[src/rtl/score_tracker_if.sv]
// score_tracker_if: game handshake, pipe/bird X positions and the score display
// outputs of score_tracker. The master drives the game inputs; the slave (the
// tracker) drives the registered score and state outputs.
interface score_tracker_if #(
    parameter int W = 10
);
    logic         Start;
    logic         Stop;
    logic         Ack;
    logic [W-1:0] Bird_X_L;
    logic [W-1:0] Pipe_X_R0;
    logic [W-1:0] Pipe_X_R1;
    logic [W-1:0] Pipe_X_R2;
    logic [W-1:0] Pipe_X_R3;
    logic [15:0]  Score_BCD;
    logic [15:0]  High_BCD;
    logic         New_High;
    logic         Overflow;
    logic         q_Idle;
    logic         q_Play;
    logic         q_Drain;
    logic         q_Over;

    modport master (
        output Start, Stop, Ack, Bird_X_L,
        output Pipe_X_R0, Pipe_X_R1, Pipe_X_R2, Pipe_X_R3,
        input  Score_BCD, High_BCD, New_High, Overflow,
        input  q_Idle, q_Play, q_Drain, q_Over
    );

    modport slave (
        input  Start, Stop, Ack, Bird_X_L,
        input  Pipe_X_R0, Pipe_X_R1, Pipe_X_R2, Pipe_X_R3,
        output Score_BCD, High_BCD, New_High, Overflow,
        output q_Idle, q_Play, q_Drain, q_Over
    );
endinterface

[src/rtl/score_tracker.sv]
// score_tracker: counts pipes cleared by the bird and keeps the running score
// and the session high score as 4-digit packed BCD.
// A pass is a pipe right edge moving from >= Bird_X_L to < Bird_X_L; passes are
// queued in a small saturating pending counter and drained into the BCD score
// at one increment per cycle. The score saturates at 9999 and flags Overflow.
// Optional build macro SCORE_BLANK_EN: leading zero digits of Score_BCD and
// High_BCD are shown as 4'hF (display blank); digit0 is never blanked.
module score_tracker #(
    parameter int W        = 10,
    parameter int PEND_MAX = 7
) (
    input  logic           Clk,
    input  logic           reset,
    score_tracker_if.slave bus
);
    typedef enum logic [3:0] {
        ST_IDLE  = 4'b0001,
        ST_PLAY  = 4'b0010,
        ST_DRAIN = 4'b0100,
        ST_OVER  = 4'b1000
    } state_t;

    localparam logic [3:0] PEND_SAT = 4'(PEND_MAX);

    state_t      state, state_next;
    logic [W-1:0] bird_x;
    logic [W-1:0] pipe_x [4];
    logic [3:0]  passed, prev_passed, events;
    logic [2:0]  pending;
    logic [3:0]  pend_sum;
    logic [15:0] score_q, high_q;
    logic        new_high_q, overflow_q;
    logic        clear_game, count_en, inc_en, drain_done;

    function automatic logic [2:0] popcount4(input logic [3:0] v);
        return 3'(v[0]) + 3'(v[1]) + 3'(v[2]) + 3'(v[3]);
    endfunction

    // One-step packed BCD increment with digit carry; caller guards 9999.
    function automatic logic [15:0] bcd_inc(input logic [15:0] v);
        logic [15:0] r;
        logic        carry;
        r     = v;
        carry = 1'b1;
        for (int d = 0; d < 4; d++) begin
            if (carry) begin
                if (v[d*4 +: 4] == 4'd9) begin
                    r[d*4 +: 4] = 4'd0;
                end else begin
                    r[d*4 +: 4] = v[d*4 +: 4] + 4'd1;
                    carry       = 1'b0;
                end
            end
        end
        return r;
    endfunction

`ifdef SCORE_BLANK_EN
    // Replace leading zero digits 3..1 with the blank code.
    function automatic logic [15:0] blank_lz(input logic [15:0] v);
        logic [15:0] r;
        logic        lead;
        r    = v;
        lead = 1'b1;
        for (int d = 3; d >= 1; d--) begin
            if (lead && (v[d*4 +: 4] == 4'd0)) begin
                r[d*4 +: 4] = 4'hF;
            end else begin
                lead = 1'b0;
            end
        end
        return r;
    endfunction
`endif

    assign bird_x    = bus.Bird_X_L;
    assign pipe_x[0] = bus.Pipe_X_R0;
    assign pipe_x[1] = bus.Pipe_X_R1;
    assign pipe_x[2] = bus.Pipe_X_R2;
    assign pipe_x[3] = bus.Pipe_X_R3;

    // Per-pipe "already behind the bird" compare; rising edges are pass events.
    always_comb begin
        for (int i = 0; i < 4; i++) begin
            passed[i] = (pipe_x[i] < bird_x);
        end
    end

    assign events = passed & ~prev_passed;

    // State register.
    always_ff @(posedge Clk) begin
        // NOTE: clocked state uses non-blocking assignments so every register
        // samples pre-edge values regardless of process ordering.
        if (!reset) begin
            state <= ST_IDLE;
        end else begin
            state <= state_next;
        end
    end

    // Next-state logic.
    always_comb begin
        // NOTE: default first so every path assigns state_next; no latch.
        state_next = state;
        unique case (state)
            ST_IDLE:  if (bus.Start)       state_next = ST_PLAY;
            ST_PLAY:  if (bus.Stop)        state_next = ST_DRAIN;
            ST_DRAIN: if (pending == 3'd0) state_next = ST_OVER;
            ST_OVER:  if (bus.Ack)         state_next = ST_IDLE;
            default:                       state_next = ST_IDLE;
        endcase
    end

    // State decode: datapath strobes and one-hot state outputs.
    always_comb begin
        clear_game  = (state == ST_IDLE) && bus.Start;
        count_en    = (state == ST_PLAY);
        inc_en      = ((state == ST_PLAY) || (state == ST_DRAIN)) && (pending != 3'd0);
        drain_done  = (state == ST_DRAIN) && (pending == 3'd0);
        bus.q_Idle  = (state == ST_IDLE);
        bus.q_Play  = (state == ST_PLAY);
        bus.q_Drain = (state == ST_DRAIN);
        bus.q_Over  = (state == ST_OVER);
    end

    // Pass history follows the inputs every cycle so re-entry never miscounts.
    always_ff @(posedge Clk) begin
        if (!reset) begin
            prev_passed <= 4'b1111;
        end else begin
            prev_passed <= passed;
        end
    end

    // Pending sum: new events (PLAY only) minus the increment being applied.
    always_comb begin
        pend_sum = 4'(pending)
                 + (count_en ? 4'(popcount4(events)) : 4'd0)
                 - (inc_en ? 4'd1 : 4'd0);
    end

    // Saturating pending-increment counter.
    always_ff @(posedge Clk) begin
        if (!reset) begin
            pending <= 3'd0;
        end else if (clear_game) begin
            pending <= 3'd0;
        end else if (pend_sum > PEND_SAT) begin
            pending <= PEND_SAT[2:0];
        end else begin
            pending <= pend_sum[2:0];
        end
    end

    // Running score: one BCD increment per cycle while pending, holds at 9999.
    always_ff @(posedge Clk) begin
        if (!reset) begin
            score_q    <= 16'h0000;
            overflow_q <= 1'b0;
        end else if (clear_game) begin
            score_q    <= 16'h0000;
            overflow_q <= 1'b0;
        end else if (inc_en) begin
            if (score_q == 16'h9999) begin
                overflow_q <= 1'b1;
            end else begin
                score_q <= bcd_inc(score_q);
            end
        end
    end

    // Session high score, updated once the drain has emptied the pending count.
    always_ff @(posedge Clk) begin
        if (!reset) begin
            high_q     <= 16'h0000;
            new_high_q <= 1'b0;
        end else if (clear_game) begin
            new_high_q <= 1'b0;
        end else if (drain_done && (score_q > high_q)) begin
            high_q     <= score_q;
            new_high_q <= 1'b1;
        end
    end

    assign bus.New_High = new_high_q;
    assign bus.Overflow = overflow_q;
`ifdef SCORE_BLANK_EN
    assign bus.Score_BCD = blank_lz(score_q);
    assign bus.High_BCD  = blank_lz(high_q);
`else
    assign bus.Score_BCD = score_q;
    assign bus.High_BCD  = high_q;
`endif
endmodule
[src/flat_wrapper.sv]
// flat-port wrapper written by rule: the top's interface ports become plain ports
module score_tracker_flat 
#(
    parameter int W        = 10,
    parameter int PEND_MAX = 7
)
  (Clk, reset, bus_Start, bus_Stop, bus_Ack, bus_Bird_X_L, bus_Pipe_X_R0, bus_Pipe_X_R1, bus_Pipe_X_R2, bus_Pipe_X_R3, bus_Score_BCD, bus_High_BCD, bus_New_High, bus_Overflow, bus_q_Idle, bus_q_Play, bus_q_Drain, bus_q_Over);
  score_tracker_if #(.W(W)) bus_i ();
  input  logic Clk;
  input  logic reset;
  input wire logic [$bits(bus_i.Start)-1:0] bus_Start;
  input wire logic [$bits(bus_i.Stop)-1:0] bus_Stop;
  input wire logic [$bits(bus_i.Ack)-1:0] bus_Ack;
  input wire logic [$bits(bus_i.Bird_X_L)-1:0] bus_Bird_X_L;
  input wire logic [$bits(bus_i.Pipe_X_R0)-1:0] bus_Pipe_X_R0;
  input wire logic [$bits(bus_i.Pipe_X_R1)-1:0] bus_Pipe_X_R1;
  input wire logic [$bits(bus_i.Pipe_X_R2)-1:0] bus_Pipe_X_R2;
  input wire logic [$bits(bus_i.Pipe_X_R3)-1:0] bus_Pipe_X_R3;
  output wire logic [$bits(bus_i.Score_BCD)-1:0] bus_Score_BCD;
  output wire logic [$bits(bus_i.High_BCD)-1:0] bus_High_BCD;
  output wire logic [$bits(bus_i.New_High)-1:0] bus_New_High;
  output wire logic [$bits(bus_i.Overflow)-1:0] bus_Overflow;
  output wire logic [$bits(bus_i.q_Idle)-1:0] bus_q_Idle;
  output wire logic [$bits(bus_i.q_Play)-1:0] bus_q_Play;
  output wire logic [$bits(bus_i.q_Drain)-1:0] bus_q_Drain;
  output wire logic [$bits(bus_i.q_Over)-1:0] bus_q_Over;
  assign bus_i.Start = bus_Start;
  assign bus_i.Stop = bus_Stop;
  assign bus_i.Ack = bus_Ack;
  assign bus_i.Bird_X_L = bus_Bird_X_L;
  assign bus_i.Pipe_X_R0 = bus_Pipe_X_R0;
  assign bus_i.Pipe_X_R1 = bus_Pipe_X_R1;
  assign bus_i.Pipe_X_R2 = bus_Pipe_X_R2;
  assign bus_i.Pipe_X_R3 = bus_Pipe_X_R3;
  assign bus_Score_BCD = bus_i.Score_BCD;
  assign bus_High_BCD = bus_i.High_BCD;
  assign bus_New_High = bus_i.New_High;
  assign bus_Overflow = bus_i.Overflow;
  assign bus_q_Idle = bus_i.q_Idle;
  assign bus_q_Play = bus_i.q_Play;
  assign bus_q_Drain = bus_i.q_Drain;
  assign bus_q_Over = bus_i.q_Over;
  score_tracker #(.W(W), .PEND_MAX(PEND_MAX)) u_core (.Clk(Clk), .reset(reset), .bus(bus_i));
endmodule
[config.mk]
export PLATFORM = sky130hd
export DESIGN_NAME = score_tracker_flat
export DESIGN_NICKNAME = d
export VERILOG_FILES = /design/src/rtl/score_tracker_if.sv /design/src/rtl/score_tracker.sv /design/src/flat_wrapper.sv
export SDC_FILE = /design/constraint.sdc
export NUM_CORES = 1
export LEC_CHECK = 0
export ABC_AREA = 1
export BUFFER_PORTS_ARGS = -buffer_cell sky130_fd_sc_hd__buf_2
export CORE_MARGIN = 10
export CORE_UTILIZATION = 25
export DETAILED_ROUTE_END_ITERATION = 8
export PLACE_DENSITY = 0.5
export RECOVER_POWER = 25
export SYNTH_ARGS = -nofsm -noshare
export SYNTH_HDL_FRONTEND = slang
export SYNTH_SLANG_ARGS = --single-unit
[constraint.sdc]
create_clock -name Clk -period 5.6 [get_ports Clk]
set_input_delay 1.12 -clock Clk [delete_from_list [all_inputs] [get_ports Clk]]
set_output_delay 1.12 -clock Clk [all_outputs]
set_load 0.005 [all_outputs]
## Word level (Yosys, flattened, before mapping)

Index checks and enable logic that the tools add are counted.

| storage, ports and cells | value |
|---|---|
| memory bits (read-only) | 0 |
| RAM bits | 0 |
| input bits | 55 |
| memories kept | 0 |
| bits in latches | 0 |
| flip-flop bits (word level) | 45 |

| cells by class | value |
|---|---|
| eq/ne operators | 13 |
| div/mod/pow operators | 0 |
| bitwise operators | 5 |
| shift operators | 0 |
| $lt $le $gt $ge | 6 |
| muxes and demuxes | 29 |
| add/sub/neg operators | 9 |
| reduce and logical (&&, ||, !) cells | 15 |
| multiply operators | 0 |

Operators by type and width:

| cell | count |
|---|---|
| $lt 10x10->1 | 4 |
| $mux 4 | 8 |
| $eq 4x4->1 const B | 5 |
| $mux 1 | 18 |
| $add 4x1->4 const B | 4 |
| $eq 16x16->1 const B | 1 |
| $gt 16x16->1 | 1 |
| $pmux 4 s4 | 1 |
| $reduce_and 3->1 | 3 |
| $add 3x1->3 | 2 |
| $mux 3 | 2 |
| $ne 2x2->1 const B | 3 |
| $reduce_and 2->1 | 3 |
| $add 3x4->4 | 1 |
| $and 4x4->4 | 1 |
| $eq 4x1->1 const B | 1 |
| $eq 4x2->1 const B | 1 |
| $eq 4x3->1 const B | 1 |
| $gt 4x3->1 const B | 1 |
| $logic_and 1x1->1 | 4 |
| $not 4->4 | 1 |
| $reduce_and 4->1 | 1 |
| $sub 4x4->4 | 1 |
| $logic_not 3->1 | 1 |
| 6 further kinds | 8 |

## Depth between registers and ports, before layout

| depth | value |
|---|---|
| depth in word-level cells | 17 |
| gate-level depth with buffers | 21 |

## Worst setup path after synthesis

OpenSTA, ideal clock, no wires.

| timing | value |
|---|---|
| path kind | input port to flip-flop |
| from | input bus_Bird_X_L[9] |
| to | register u_core.pending[2] |
| path slack | 1.562 ns |
| stages on the path | 21 |
| library setup time | 0.115 ns |
| required time | 5.485 ns |
| data arrival time | 3.922 ns |
| path through | inv_1 -> ha_1 -> nand2_1 -> nor2_1 -> o211ai_1 -> o2111ai_1 -> nor2_1 -> ha_1 -> inv_1 -> fa_1 -> inv_1 -> ha_1 -> nand2_1 -> ha_1 -> inv_1 -> ha_1 -> a21oi_1 -> nand2_1 -> xor2_1 -> o21ai_0 -> inv_1 |

| on the way | value |
|---|---|
| longest elaborated chain between the ends | 10 |
| elaborated cells on any way between the ends | 13 |
| classes of those cells | add/sub (5); order compare (5); mux (2); bitwise (1) |

RTL lines:

| what | RTL line | text |
|---|---|---|
| start: declaration | flat_wrapper.sv:14 | `input wire logic [$bits(bus_i.Bird_X_L)-1:0] bus_Bird_X_L;` |
| $lt 10x10->1 | score_tracker.sv:85 | `passed[i] = (pipe_x[i] < bird_x);` |
| $and 4x4->4 * | score_tracker.sv:89 | `assign events = passed & ~prev_passed;` |
| $add 1x1->2 | score_tracker.sv:36 | `return 3'(v[0]) + 3'(v[1]) + 3'(v[2]) + 3'(v[3]);` |
| $add 3x1->3 | score_tracker.sv:36 |  |
| $add 3x1->3 * | score_tracker.sv:36 |  |
| $mux 3 * | score_tracker.sv:139 | `+ (count_en ? 4'(popcount4(events)) : 4'd0)` |
| $add 3x4->4 * | score_tracker.sv:139 |  |
| $sub 4x4->4 * | score_tracker.sv:140 | `- (inc_en ? 4'd1 : 4'd0);` |
| $gt 4x3->1 | score_tracker.sv:149 | `end else if (pend_sum > PEND_SAT) begin` |
| $mux 3 * | score_tracker.sv:149 |  |
| end signal: assignment | score_tracker.sv:150 | `pending <= PEND_SAT[2:0];` |
| end signal: assignment | score_tracker.sv:152 | `pending <= pend_sum[2:0];` |
| end: declaration | score_tracker.sv:29 | `logic [2:0] pending;` |

Every way passes the cells marked *; elsewhere a longest branch is shown, timed or not.
A chain may end at the register's enable or synchronous reset.

## Worst setup path in the final report

| timing | value |
|---|---|
| from | input bus_Bird_X_L[5] |
| to | register u_core.pending[0] |

Same word-level chain as after synthesis.

==> out/results.ini <==
[worst_setup_path]
r2r_start = u_core.prev_passed[0]
arrival_ns = 4.27
cp.required_ns = 5.78
crit_path_end_kind = flop
r2r_slack_ns = 2.99
r2r_end = u_core.pending[0]
path_class = in -> reg
worst-r2r-cell-count = 15
path_max_fanout = 4
crit_end = u_core.pending[0]
worstSetupStartpoint = bus_Bird_X_L[5]
cp-start-kind = primary input

[power_and_ir_drop]
ir_drop_mv = 0.1068
pwr-share-comb = 0.246
p_seq_frac = 0.400
switchingPower_uw = 263.1
swShare = 0.3095
cellPowerDensity_nw_per_um2 = 197.4
clkPwrFrac = 0.353
power.leakage_uw = 0.002069
power.internal_uw = 586.9

[cts]
cts_resized = 0
htree_levels = 2
cts_setup_buffers = 0
clock_latency_ns = 0.29
cts_hold_buf = 0
clockBufferDepth = 2
clk_pin_slew_ns = 0.07
cts_made_buffers = 5
cts-root-buf = clkbuf_16
cts_tree = done
clock_sinks = 45

[floorplan]
core_um2 = 13930
die_width_um = 139.3
initial_core_util = 0.2552
fp.dieH_um = 139.3
fp-row-count = 43
io-pin-count = 93
die-area_um2 = 19390

[timing]
final.setup.tns_ns = 0
rsz0062_at_grt = no
min_period_ns = 4.088
fmax_mhz = 244.6
worst_pin_slew_ns = 1.278
finalHoldViolations = 0
finalCritPeriodShare = 0.7300
slew_violations = 0
skew_ns = 0.008075
slew_headroom = 0.1481
setup_viol = 0

[synthesis]
ys.flop_type = dfxtp_1
ys.warnings.count = 0
ys_seq_elements = 45
ys_async_sr_fraction = 0
synth_seq_area_share = 0.2533
ys_types = 31
syn_nets = 610
synth_edf_count = 0
syn_avg_cell_area_um2 = 7.213
synth_cells = 493
synth_area_um2 = 3556

[outcome]
status = finished clean

[route]
wl_per_cell_um = 12.91
via_per_inst = 4.408
drc = 0
dr_total_vias = 3372
drt_iter0_markers = 168
drtAntennaViolNets = 0
firstDrtPassIters = 4
drt-total-wl_mm = 9.876

[finish]
final_net_count = 699
final_cell_mix = nand2_1 (89), buf_2 (77), inv_1 (66), ha_1 (60), a21oi_1 (58)
layout_commonest_cell = nand2_1
utilization = 0.3090
drive_gt1_frac = 0.2075
area_growth_pct = 21.08

[grt]
grt_pass1_vias = 3318
grt_usage = 0.09789
antenna_found_initial = 2
grt_max_degree = 34
overflow = 0
grt_pass1_wl_mm = 16.33

[place]
place.gp.congestion = 0.8048
io_buffers = 92
dp_hpwl_mm = 8.133

[flow_run]
drv_cap = 0

[min_path]
holdCritPathClass = reg -> reg

[cell families (layout without fill, tap and decap cells)]
kind of cell | Yosys count | in the layout | synth area share
simple gates | 204 | 204 | 0.2688
compound gates | 90 | 90 | 0.1383
buf+inv | 84 | 174 | 0.09747
fa+ha+maj | 62 | 62 | 0.2224
flops | 45 | 45 | 0.2533
xor+xnor | 8 | 8 | 0.01971
other cells | 0 | 2 | 0
[power groups by stage]
| stage | clock (uW) | sequential, uW | combinational, uW |
|---|---|---|---|
| final | 300 | 340 | 209 |
| after global routing | 323 | 341 | 244 |
| after CTS | 311 | 340 | 212 |
| after detailed placement | 0 | 347 | 211 |
| after global placement | 0 | 347 | 204 |
| after floorplan | 0 | 346 | 149 |
[flip-flops by register name (all words and copies together) (netlist names)]
register and flops:
u_core.state 4, u_core.prev_passed 4, u_core.pending 3, u_core.bus.Overflow 1, u_core.bus.High_BCD 16, u_core.bus.New_High 1
u_core.bus.Score_BCD 16
[how the worst min path moves through the flow]
stage,from,endpoint,slack [ns],cells after the start
2_1_floorplan,u_core.bus.New_High,u_core.bus.New_High,0.46,2
3_3_place_gp,u_core.bus.New_High,u_core.bus.New_High,0.45,2
3_5_place_dp,u_core.bus.New_High,u_core.bus.New_High,0.46,2
4_1_cts,u_core.bus.New_High,u_core.bus.New_High,0.48,2
5_1_grt,u_core.bus.New_High,u_core.bus.New_High,0.52,2
6_report,u_core.bus.New_High,u_core.bus.New_High,0.47,2
[synthesized netlist by cell type, types with 2 or more instances]
| cell | count | area [um^2] |
|---|---|---|
| inv_2 | 8 | 30.03 |
| dfxtp_1 | 45 | 900.9 |
| or2_2 | 4 | 25.02 |
| nand2_4 | 4 | 45.04 |
| buf_2 | 4 | 20.02 |
| nand2_2 | 6 | 37.54 |
| nor2_4 | 4 | 45.04 |
| ha_1 | 60 | 750.7 |
| o211ai_1 | 5 | 37.54 |
| xor2_1 | 8 | 70.07 |
| o21ai_0 | 16 | 80.08 |
| buf_6 | 3 | 33.78 |
| o21a_1 | 6 | 45.04 |
| nor2_2 | 5 | 31.28 |
| o2111ai_1 | 2 | 17.52 |
| nand2_1 | 89 | 334.1 |
| a21oi_1 | 58 | 290.3 |
| nor2_1 | 49 | 183.9 |
| fa_1 | 2 | 40.04 |
| inv_1 | 66 | 247.7 |
| nand4_1 | 2 | 12.51 |
| nand3_1 | 37 | 185.2 |
| nand3_2 | 2 | 20.02 |
[layer usage]
metal | track usage | share of wire | vias up
li1 | - | - | 1798
met1 | 0.1271 | 0.49 | 1481
met2 | 0.1542 | 0.43 | 84
met3 | 0.03028 | 0.066 | 9
met4 | 0.02252 | 0.010 | 0
met5 | 0 | 0 | -
[cell type report]
type                            instances  area (um^2)
Clock buffer                            5        125.1
Clock inverter                          3        21.27
Sequential cell                        45        900.9
Inverter                               74        277.8
Timing Repair Buffer                   92        441.7
Tap cell                              180        225.2
Antenna cell                            2        5.005
Fill cell                            1551         9629
Multi-Input combinational cell        364         2308
[per-stage QoR]
stage | setup WS (ns) | hold WS [ns] | area, um^2 | instances | power, uW
after floorplan | 1.562 | 0.4604 | 3556 | 493 | 494.5
after global placement | 1.241 | 0.4518 | 4173 | 755 | 551.2
after detailed placement | 1.211 | 0.4568 | 4173 | 755 | 558.0
after CTS | 1.506 | 0.4754 | 4319 | 763 | 863.0
after global routing | 1.199 | 0.5164 | 4303 | 764 | 907.9
final | 1.512 | 0.4688 | 4305 | 765 | 850.0
[critical path, stage by stage]
cell       delay (ns)
buf_2            0.08
inv_1            0.08
ha_1             0.31
nand2_1          0.07
o21ai_0          0.20
nand2_1          0.07
o2111ai_1        0.11
nor2_1           0.07
ha_1             0.28
inv_1            0.05
fa_1             0.37
inv_1            0.06
ha_1             0.12
nand2_1          0.05
ha_1             0.28
inv_1            0.04
ha_1             0.33
a21oi_1          0.14
nand2_1          0.07
xor2_1           0.16
o21ai_0          0.15
inv_1            0.06
Note: power is estimated with default switching activity, not from simulation.
